**src/rtl/acc_pkg.sv**
```systemverilog
// Shared constants and types for the conv accelerator APB front end.
package acc_pkg;

    localparam int ADDR_W    = 13;
    localparam int A_WORDS   = 3;
    localparam int X_WORDS   = 196;
    localparam int RES_DEPTH = 784;
    localparam int RES_W     = 20;

    localparam logic [ADDR_W-1:0] ACC_EN_ADDR     = 13'h1FFF;
    localparam logic [ADDR_W-1:0] ACC_LOAD_A_ADDR = 13'h0001;
    localparam logic [ADDR_W-1:0] ACC_LOAD_X_ADDR = 13'h0002;

    localparam logic [1:0] A_FULL       = 2'(A_WORDS);
    localparam logic [7:0] X_FULL       = 8'(X_WORDS);
    localparam logic [9:0] RES_LAST_IDX = 10'(RES_DEPTH);

    typedef enum logic [1:0] {
        IDLE     = 2'd0,
        ACCESS_W = 2'd1,
        RD_ISSUE = 2'd2,
        RD_DONE  = 2'd3
    } acc_state_e;

endpackage

```
**src/rtl/acc_apb_if.sv**
```systemverilog
// APB3 bus bundle between the system bus and the accelerator slave.
interface acc_apb_if;
    import acc_pkg::*;

    // A transfer completes on the cycle with PSEL & PENABLE & PREADY; PRDATA
    // and PSLVERR carry meaning only on that cycle and are 0 otherwise.
    logic [ADDR_W-1:0] PADDR;
    logic              PSEL;
    logic              PENABLE;
    logic              PWRITE;
    logic [31:0]       PWDATA;
    logic [31:0]       PRDATA;
    logic              PREADY;
    logic              PSLVERR;

    modport master (
        output PADDR, PSEL, PENABLE, PWRITE, PWDATA,
        input  PRDATA, PREADY, PSLVERR
    );

    modport slave (
        input  PADDR, PSEL, PENABLE, PWRITE, PWDATA,
        output PRDATA, PREADY, PSLVERR
    );

endinterface

```
**src/rtl/acc_load_ctr.sv**
```systemverilog
// Filter/image word counters; fires start once a full image lands on a full filter.
module acc_load_ctr
    import acc_pkg::*;
(
    input  logic       clk,
    input  logic       rst_n,
    input  logic       clr,
    input  logic       a_inc,
    input  logic       x_inc,
    output logic [1:0] a_cnt,
    output logic [7:0] x_cnt,
    output logic       a_full,
    output logic       start
);

    logic x_wrap;

    assign a_full = (a_cnt == A_FULL);
    // x_cnt sits at X_WORDS for exactly one cycle; that cycle is the start slot.
    assign x_wrap = (x_cnt == X_FULL);
    assign start  = x_wrap & a_full;

    always_ff @(posedge clk or negedge rst_n) begin
        if (!rst_n) begin
            a_cnt <= 2'd0;
            x_cnt <= 8'd0;
        end else if (clr) begin
            a_cnt <= 2'd0;
            x_cnt <= 8'd0;
        end else if (x_wrap) begin
            x_cnt <= 8'd0;
            if (a_full) a_cnt <= 2'd0;
        end else begin
            if (x_inc) x_cnt <= x_cnt + 8'd1;
            if (a_inc) a_cnt <= a_cnt + 2'd1;
        end
    end

endmodule

```
**src/rtl/acc_apb_slave.sv**
```systemverilog
// APB3 slave front end of the conv accelerator: steers buffer loads, drives the
// clock-gate enable and start pulse, and serves result reads with one wait state.
module acc_apb_slave
    import acc_pkg::*;
(
    input  logic             HCLK,
    input  logic             HRESETn,
    acc_apb_if.slave         apb,
    output logic             acc_en,
    output logic             a_we,
    output logic [1:0]       a_waddr,
    output logic             x_we,
    output logic [7:0]       x_waddr,
    output logic [31:0]      wdata,
    output logic             start,
    input  logic             busy,
    output logic [9:0]       res_raddr,
    input  logic [RES_W-1:0] res_rdata,
    output acc_state_e       dbg_state
);

    acc_state_e        state, state_nxt;
    logic [ADDR_W-1:0] addr_q;
    logic              rd_err_q;
    logic              en_wr;
    logic              cnt_clr;
    logic              a_full;
    logic              setup;
    logic [9:0]        rd_idx;
    logic              rd_ok;

    assign setup     = apb.PSEL & ~apb.PENABLE;
    assign rd_idx    = apb.PADDR[11:2];
    assign rd_ok     = (apb.PADDR[ADDR_W-1:12] == '0) && (apb.PADDR[1:0] == 2'b00) &&
                       (rd_idx != 10'd0) && (rd_idx <= RES_LAST_IDX);
    assign cnt_clr   = en_wr & ~wdata[0];
    assign dbg_state = state;

    always_ff @(posedge HCLK or negedge HRESETn) begin
        if (!HRESETn) state <= IDLE;
        else          state <= state_nxt;
    end

    // Address, write data and read index are captured in the setup cycle.
    always_ff @(posedge HCLK or negedge HRESETn) begin
        if (!HRESETn) begin
            addr_q    <= '0;
            wdata     <= 32'd0;
            res_raddr <= 10'd0;
            rd_err_q  <= 1'b0;
            acc_en    <= 1'b0;
        end else begin
            if (state == IDLE && setup) begin
                addr_q <= apb.PADDR;
                if (apb.PWRITE) begin
                    wdata <= apb.PWDATA;
                end else begin
                    res_raddr <= rd_idx - 10'd1;
                    rd_err_q  <= ~rd_ok;
                end
            end
            if (en_wr) acc_en <= wdata[0];
        end
    end

    always_comb begin
        state_nxt   = state;
        apb.PREADY  = 1'b0;
        apb.PSLVERR = 1'b0;
        apb.PRDATA  = 32'd0;
        a_we        = 1'b0;
        x_we        = 1'b0;
        en_wr       = 1'b0;
        case (state)
            IDLE: begin
                if (setup) state_nxt = apb.PWRITE ? ACCESS_W : RD_ISSUE;
            end
            ACCESS_W: begin
                state_nxt = IDLE;
                if (apb.PSEL && apb.PENABLE) begin
                    apb.PREADY = 1'b1;
                    case (addr_q)
                        ACC_EN_ADDR: en_wr = 1'b1;
                        ACC_LOAD_A_ADDR: begin
                            if (!acc_en || busy || a_full) apb.PSLVERR = 1'b1;
                            else                           a_we        = 1'b1;
                        end
                        ACC_LOAD_X_ADDR: begin
                            if (!acc_en || busy) apb.PSLVERR = 1'b1;
                            else                 x_we        = 1'b1;
                        end
                        default: apb.PSLVERR = 1'b1;
                    endcase
                end
            end
            RD_ISSUE: begin
                state_nxt = apb.PSEL ? RD_DONE : IDLE;
            end
            RD_DONE: begin
                state_nxt = IDLE;
                if (apb.PSEL && apb.PENABLE) begin
                    apb.PREADY = 1'b1;
                    if (rd_err_q || busy) apb.PSLVERR = 1'b1;
                    else                  apb.PRDATA  = {{(32-RES_W){1'b0}}, res_rdata};
                end
            end
            default: state_nxt = IDLE;
        endcase
    end

    acc_load_ctr u_load_ctr (
        .clk    (HCLK),
        .rst_n  (HRESETn),
        .clr    (cnt_clr),
        .a_inc  (a_we),
        .x_inc  (x_we),
        .a_cnt  (a_waddr),
        .x_cnt  (x_waddr),
        .a_full (a_full),
        .start  (start)
    );

endmodule

```
**src/flat_wrapper.sv**
```systemverilog
// flat-port wrapper written by rule: the top's interface ports become plain ports
module acc_apb_slave_flat import acc_pkg::*;
  (HCLK, HRESETn, acc_en, a_we, a_waddr, x_we, x_waddr, wdata, start, busy, res_raddr, res_rdata, dbg_state, apb_PADDR, apb_PSEL, apb_PENABLE, apb_PWRITE, apb_PWDATA, apb_PRDATA, apb_PREADY, apb_PSLVERR);
  acc_apb_if apb_i ();
  input  logic HCLK;
  input  logic HRESETn;
  output logic acc_en;
  output logic a_we;
  output logic [1:0] a_waddr;
  output logic x_we;
  output logic [7:0] x_waddr;
  output logic [31:0] wdata;
  output logic start;
  input  logic busy;
  output logic [9:0] res_raddr;
  input  logic [RES_W-1:0] res_rdata;
  output acc_state_e dbg_state;
  input wire logic [$bits(apb_i.PADDR)-1:0] apb_PADDR;
  input wire logic [$bits(apb_i.PSEL)-1:0] apb_PSEL;
  input wire logic [$bits(apb_i.PENABLE)-1:0] apb_PENABLE;
  input wire logic [$bits(apb_i.PWRITE)-1:0] apb_PWRITE;
  input wire logic [$bits(apb_i.PWDATA)-1:0] apb_PWDATA;
  output wire logic [$bits(apb_i.PRDATA)-1:0] apb_PRDATA;
  output wire logic [$bits(apb_i.PREADY)-1:0] apb_PREADY;
  output wire logic [$bits(apb_i.PSLVERR)-1:0] apb_PSLVERR;
  assign apb_i.PADDR = apb_PADDR;
  assign apb_i.PSEL = apb_PSEL;
  assign apb_i.PENABLE = apb_PENABLE;
  assign apb_i.PWRITE = apb_PWRITE;
  assign apb_i.PWDATA = apb_PWDATA;
  assign apb_PRDATA = apb_i.PRDATA;
  assign apb_PREADY = apb_i.PREADY;
  assign apb_PSLVERR = apb_i.PSLVERR;
  acc_apb_slave u_core (.HCLK(HCLK), .HRESETn(HRESETn), .apb(apb_i), .acc_en(acc_en), .a_we(a_we), .a_waddr(a_waddr), .x_we(x_we), .x_waddr(x_waddr), .wdata(wdata), .start(start), .busy(busy), .res_raddr(res_raddr), .res_rdata(res_rdata), .dbg_state(dbg_state));
endmodule
```
**config.mk**
```make
export PLATFORM = sky130hd
export DESIGN_NAME = acc_apb_slave_flat
export DESIGN_NICKNAME = d
export VERILOG_FILES = /design/src/rtl/acc_pkg.sv /design/src/rtl/acc_apb_if.sv /design/src/rtl/acc_load_ctr.sv /design/src/rtl/acc_apb_slave.sv /design/src/flat_wrapper.sv
export SDC_FILE = /design/constraint.sdc
export NUM_CORES = 1
export LEC_CHECK = 0
export ABC_CLOCK_PERIOD_IN_PS = 2300
export CELL_PAD_IN_SITES_DETAIL_PLACEMENT = 0
export CELL_PAD_IN_SITES_GLOBAL_PLACEMENT = 1
export CORE_MARGIN = 5
export CORE_UTILIZATION = 28
export CTS_BUF_LIST = sky130_fd_sc_hd__clkbuf_8
export CTS_CLUSTER_SIZE = 20
export DETAILED_ROUTE_END_ITERATION = 7
export HOLD_SLACK_MARGIN = 0.02
export PLACE_DENSITY_LB_ADDON = 0.25
export SYNTH_ARGS = -nofsm -noshare
export SYNTH_HDL_FRONTEND = slang
export SYNTH_SLANG_ARGS = --single-unit
```
**constraint.sdc**
```tcl
create_clock -name HCLK -period 2.3 [get_ports HCLK]
set_clock_uncertainty 0.1 [all_clocks]
set_input_delay 0.46 -clock HCLK [delete_from_list [all_inputs] [get_ports HCLK]]
set_output_delay 0.46 -clock HCLK [all_outputs]
set_load 0.005 [all_outputs]
```
==> run_results.csv <==
group,metric,value,unit
placement,dpl.hpwl,7.59,mm
placement,place_ws,-447,ps
cells_and_area,fin_util,49.1,%
detailed_routing,via_per_inst,4.59,
power,clkPwrFrac,31.7,%
detailed_routing,detail-route-antenna-nets,0,
global_routing,antenna_found_initial,0,
floorplanning,initial_core_util,28.5,%
floorplanning,num_rows,40,
cells_and_area,design_area,5900,sq um
critical_path,cpPeakStageDelay,590,ps
clocking,cts_root_buf,"clkbuf_8",
timing,setup_viol,11,
power,vdd_drop_max,0.000349,V
logic_synthesis,synth-edff-count,0,
floorplanning,ios,163,
timing,rsz0062_at_grt,"yes",
global_routing,grt_util_all_layers,14.3,%
logic_synthesis,ys_seq_area_share,50.4,%
floorplanning,core_area,12000,sq um
timing,post-route-min-period,2480,ps
clocking,clock-sinks,69,
critical_path,crit_fanout,4,
clocking,cts_max_level,3,
critical_path,ff2ff_setup_slack,-140,ps
logic_synthesis,ys_warn_count,0,
clocking,worstSkewPairLatency,340,ps
status,violations,"setup timing",
detailed_routing,drt-initial-drc-count,106,
detailed_routing,vias,3075,
hold_path,holdCritPathClass,"in2async",
power,power_density,642,nW/um^2
critical_path,crit_path_cell_trace,"or4_4, nor2_2, nand3_2, buf_4, nor2_4, buf_2",
logic_synthesis,synth.distinct_cells,46,
clocking,clockBufferDepth,2,
floorplanning,die_w,121,um
detailed_routing,routed_wl,10.2,mm
critical_path,crit_type,"reg2out",
clocking,cts.clk_slew.worst_paths,70,ps
logic_synthesis,synth.top_cell.area_share,50.4,%
floorplanning,die-area,14500,sq um
global_routing,grt_max_degree,39,
clocking,tritoncts,"built",
critical_path,required,1740,ps
floorplanning,dieHeight,121,um
logic_synthesis,ys_ff_latch,69,
power,p_sw,0.000948,W
cells_and_area,syn_to_final_growth,72.4,%
timing,hold_viol,0,
timing,setup_slack,-175,ps
logic_synthesis,post-synth-top-area-cell,"dfrtp_1",
global_routing,overflow,0,
clocking,cts_inserted_buffers,9,
placement,portBuffers,150,
cells_and_area,layout-drive-gt1-share,32.5,%
cells_and_area,num_antenna_cells,0,
logic_synthesis,synthCells,308,
global_routing,first_global_vias,3342,
timing,relSlewSlack,51.6,%
timing,max_freq,404,MHz
cells_and_area,nFillCells,1098,
detailed_routing,post_drt_wl_per_cell,15.3,um
critical_path,r2r_start,"u_core.addr_q[12]",
power,p_comb_share,26.3,%
critical_path,arrival,1920,ps
power,p_int,0.00284,W
detailed_routing,first_pass_iters,4,
detailed_routing,route.detailed.drc,0,
power,cellLeakagePower,2.55,nW
logic_synthesis,async_flop_share,100,%
power,switching_share,25.0,%
global_routing,grt_pass1_wl,16.7,mm
logic_synthesis,syn_area,3420,sq um
placement,gp_congestion,0.809,
clocking,ctsHoldBuffers,0,
critical_path,cp-start-kind,"flip-flop",
logic_synthesis,ys.flop_type,"dfrtp_1",
logic_synthesis,synthTopCellsByArea,"dfrtp_1 (50%), mux2_2 (15%), and2_1 (3.8%)",
critical_path,r2r_end,"u_core.u_load_ctr.a_cnt[0]",
cells_and_area,nets,594,
timing,maxSlewViolCount,0,
critical_path,r2r_cells,5,
run,maxCapViolations,0,
power,seq_power_share,42.0,%
timing,finalCritPeriodShare,108,%
critical_path,cpMaxStageDelayCell,"or4_4",
timing,max_slew.worst_pin.slew,725,ps
status,outcome,"complete, but fails checks",
placement,postPlaceCellArea,5410,sq um
logic_synthesis,synth.avg_cell_area,11.1,sq um
critical_path,worst_setup_path_end_kind,"output pin",
## area by class of cell
cell class                 count  area [sq um]  area share, %
clock buffer                   9           124           2.10
clock inverter                 7           114           1.93
tap                          147           184           3.12
multi-input combinational    218          1750           29.6
timing repair buffer         210          1970           33.3
sequential                    69          1730           29.3
inverter                      10          37.5          0.636
## cell usage in the layout, fill, tap and decap left out, drive strengths merged, types with 3 or more instances in the layout
cell	Yosys	routed
or4	8	8
clkdlybuf4s15	0	14
buf	17	65
clkdlybuf4s50	0	121
xnor2	6	6
clkinv	0	4
or3	5	5
nand2	17	17
mux2	47	47
dfrtp	69	69
nor3	4	4
bufinv	0	3
ha	5	5
nand4	4	4
clkbuf	6	10
o31ai	5	5
a21oi	14	14
nor2	14	14
or4b	3	3
and3	3	5
a31oi	3	3
dlygate4sd2	0	8
and2	21	21
nand3	7	7
nand2b	3	3
conb	1	12
inv	10	10
o21ai	15	15
nor4	4	4
nor4b	3	3
## how the worst max path moves through the flow
stage | from | end | depth (start not counted)
floorplan | u_core.addr_q[8] | u_core.u_load_ctr.x_cnt[2] | 5
global placement | busy | apb_PSLVERR | 5
detailed placement | busy | apb_PSLVERR | 5
CTS | u_core.addr_q[7] | x_we | 6
global route | u_core.addr_q[8] | x_we | 6
finish | u_core.addr_q[8] | x_we | 6
## per-stage QoR
step	std cells	hold WS [ps]	TNS [ps]	total power, W
final	670	71.8	-1060	0.00379
after global routing	670	112	-1850	0.00400
after CTS	668	87.3	-1420	0.00385
after detailed placement	641	377	-12360	0.00260
after global placement	641	363	-11960	0.00258
after floorplan	319	64.4	0	0.00191
## layer usage
metal | vias up | GRT usage (%) | wire, um
li1 | 1487 | - | -
met1 | 1444 | 16.6 | 4140
met2 | 132 | 23.5 | 4720
met3 | 12 | 6.31 | 1220
met4 | 0 | 4.82 | 148
met5 | - | 0 | 0
## power by group through the flow
stage | logic, W | registers, W | clock network [W]
after floorplan | 0.000296 | 0.00162 | 0
after global placement | 0.000979 | 0.00160 | 0
after detailed placement | 0.000988 | 0.00161 | 0
after CTS | 0.00101 | 0.00159 | 0.00124
after global routing | 0.00108 | 0.00162 | 0.00129
final | 0.000995 | 0.00159 | 0.00120
## sequential cells by signal, summed over array words and instances, names as in the netlist
register                 flops
u_core.acc_en                1
u_core.addr_q               13
u_core.dbg_state             2
u_core.rd_err_q              1
u_core.res_raddr            10
u_core.u_load_ctr.a_cnt      2
u_core.u_load_ctr.x_cnt      8
u_core.wdata                32
## logic make-up after synthesis
kind of cell	share of synthesized area [%]
AO/OA/AOI/OAI	6.80
XOR/XNOR	1.79
adder cells (fa/ha/maj)	1.83
buffers and inverters	5.44
flip-flops	50.4
multiplexers	15.7
other	0.110
AND/OR/NAND/NOR	17.9
## worst max-delay path: cells and delay by family (launching register included)
kind,cells,cell delay [ps]
buffers and inverters,2,270
DFF,1,390
and+or+nand+nor,4,920
## cell usage after synthesis (6+ instances only)
master / instances
or4_1: 7
o21ai_0: 15
nor2_1: 14
xnor2_1: 6
a21oi_1: 14
dfrtp_1: 69
nand2_1: 17
buf_4: 12
and2_1: 21
nand3_1: 7
mux2_2: 47
clkbuf_1: 6
inv_1: 10
## repair_timing
item,in CTS,in global routing
resized for setup,77,26
cloned,3,0
setup buffers,9,3
pin swaps,19,14
endpoints found under the setup margin,34,32
Note: power is estimated with default switching activity, not from simulation.
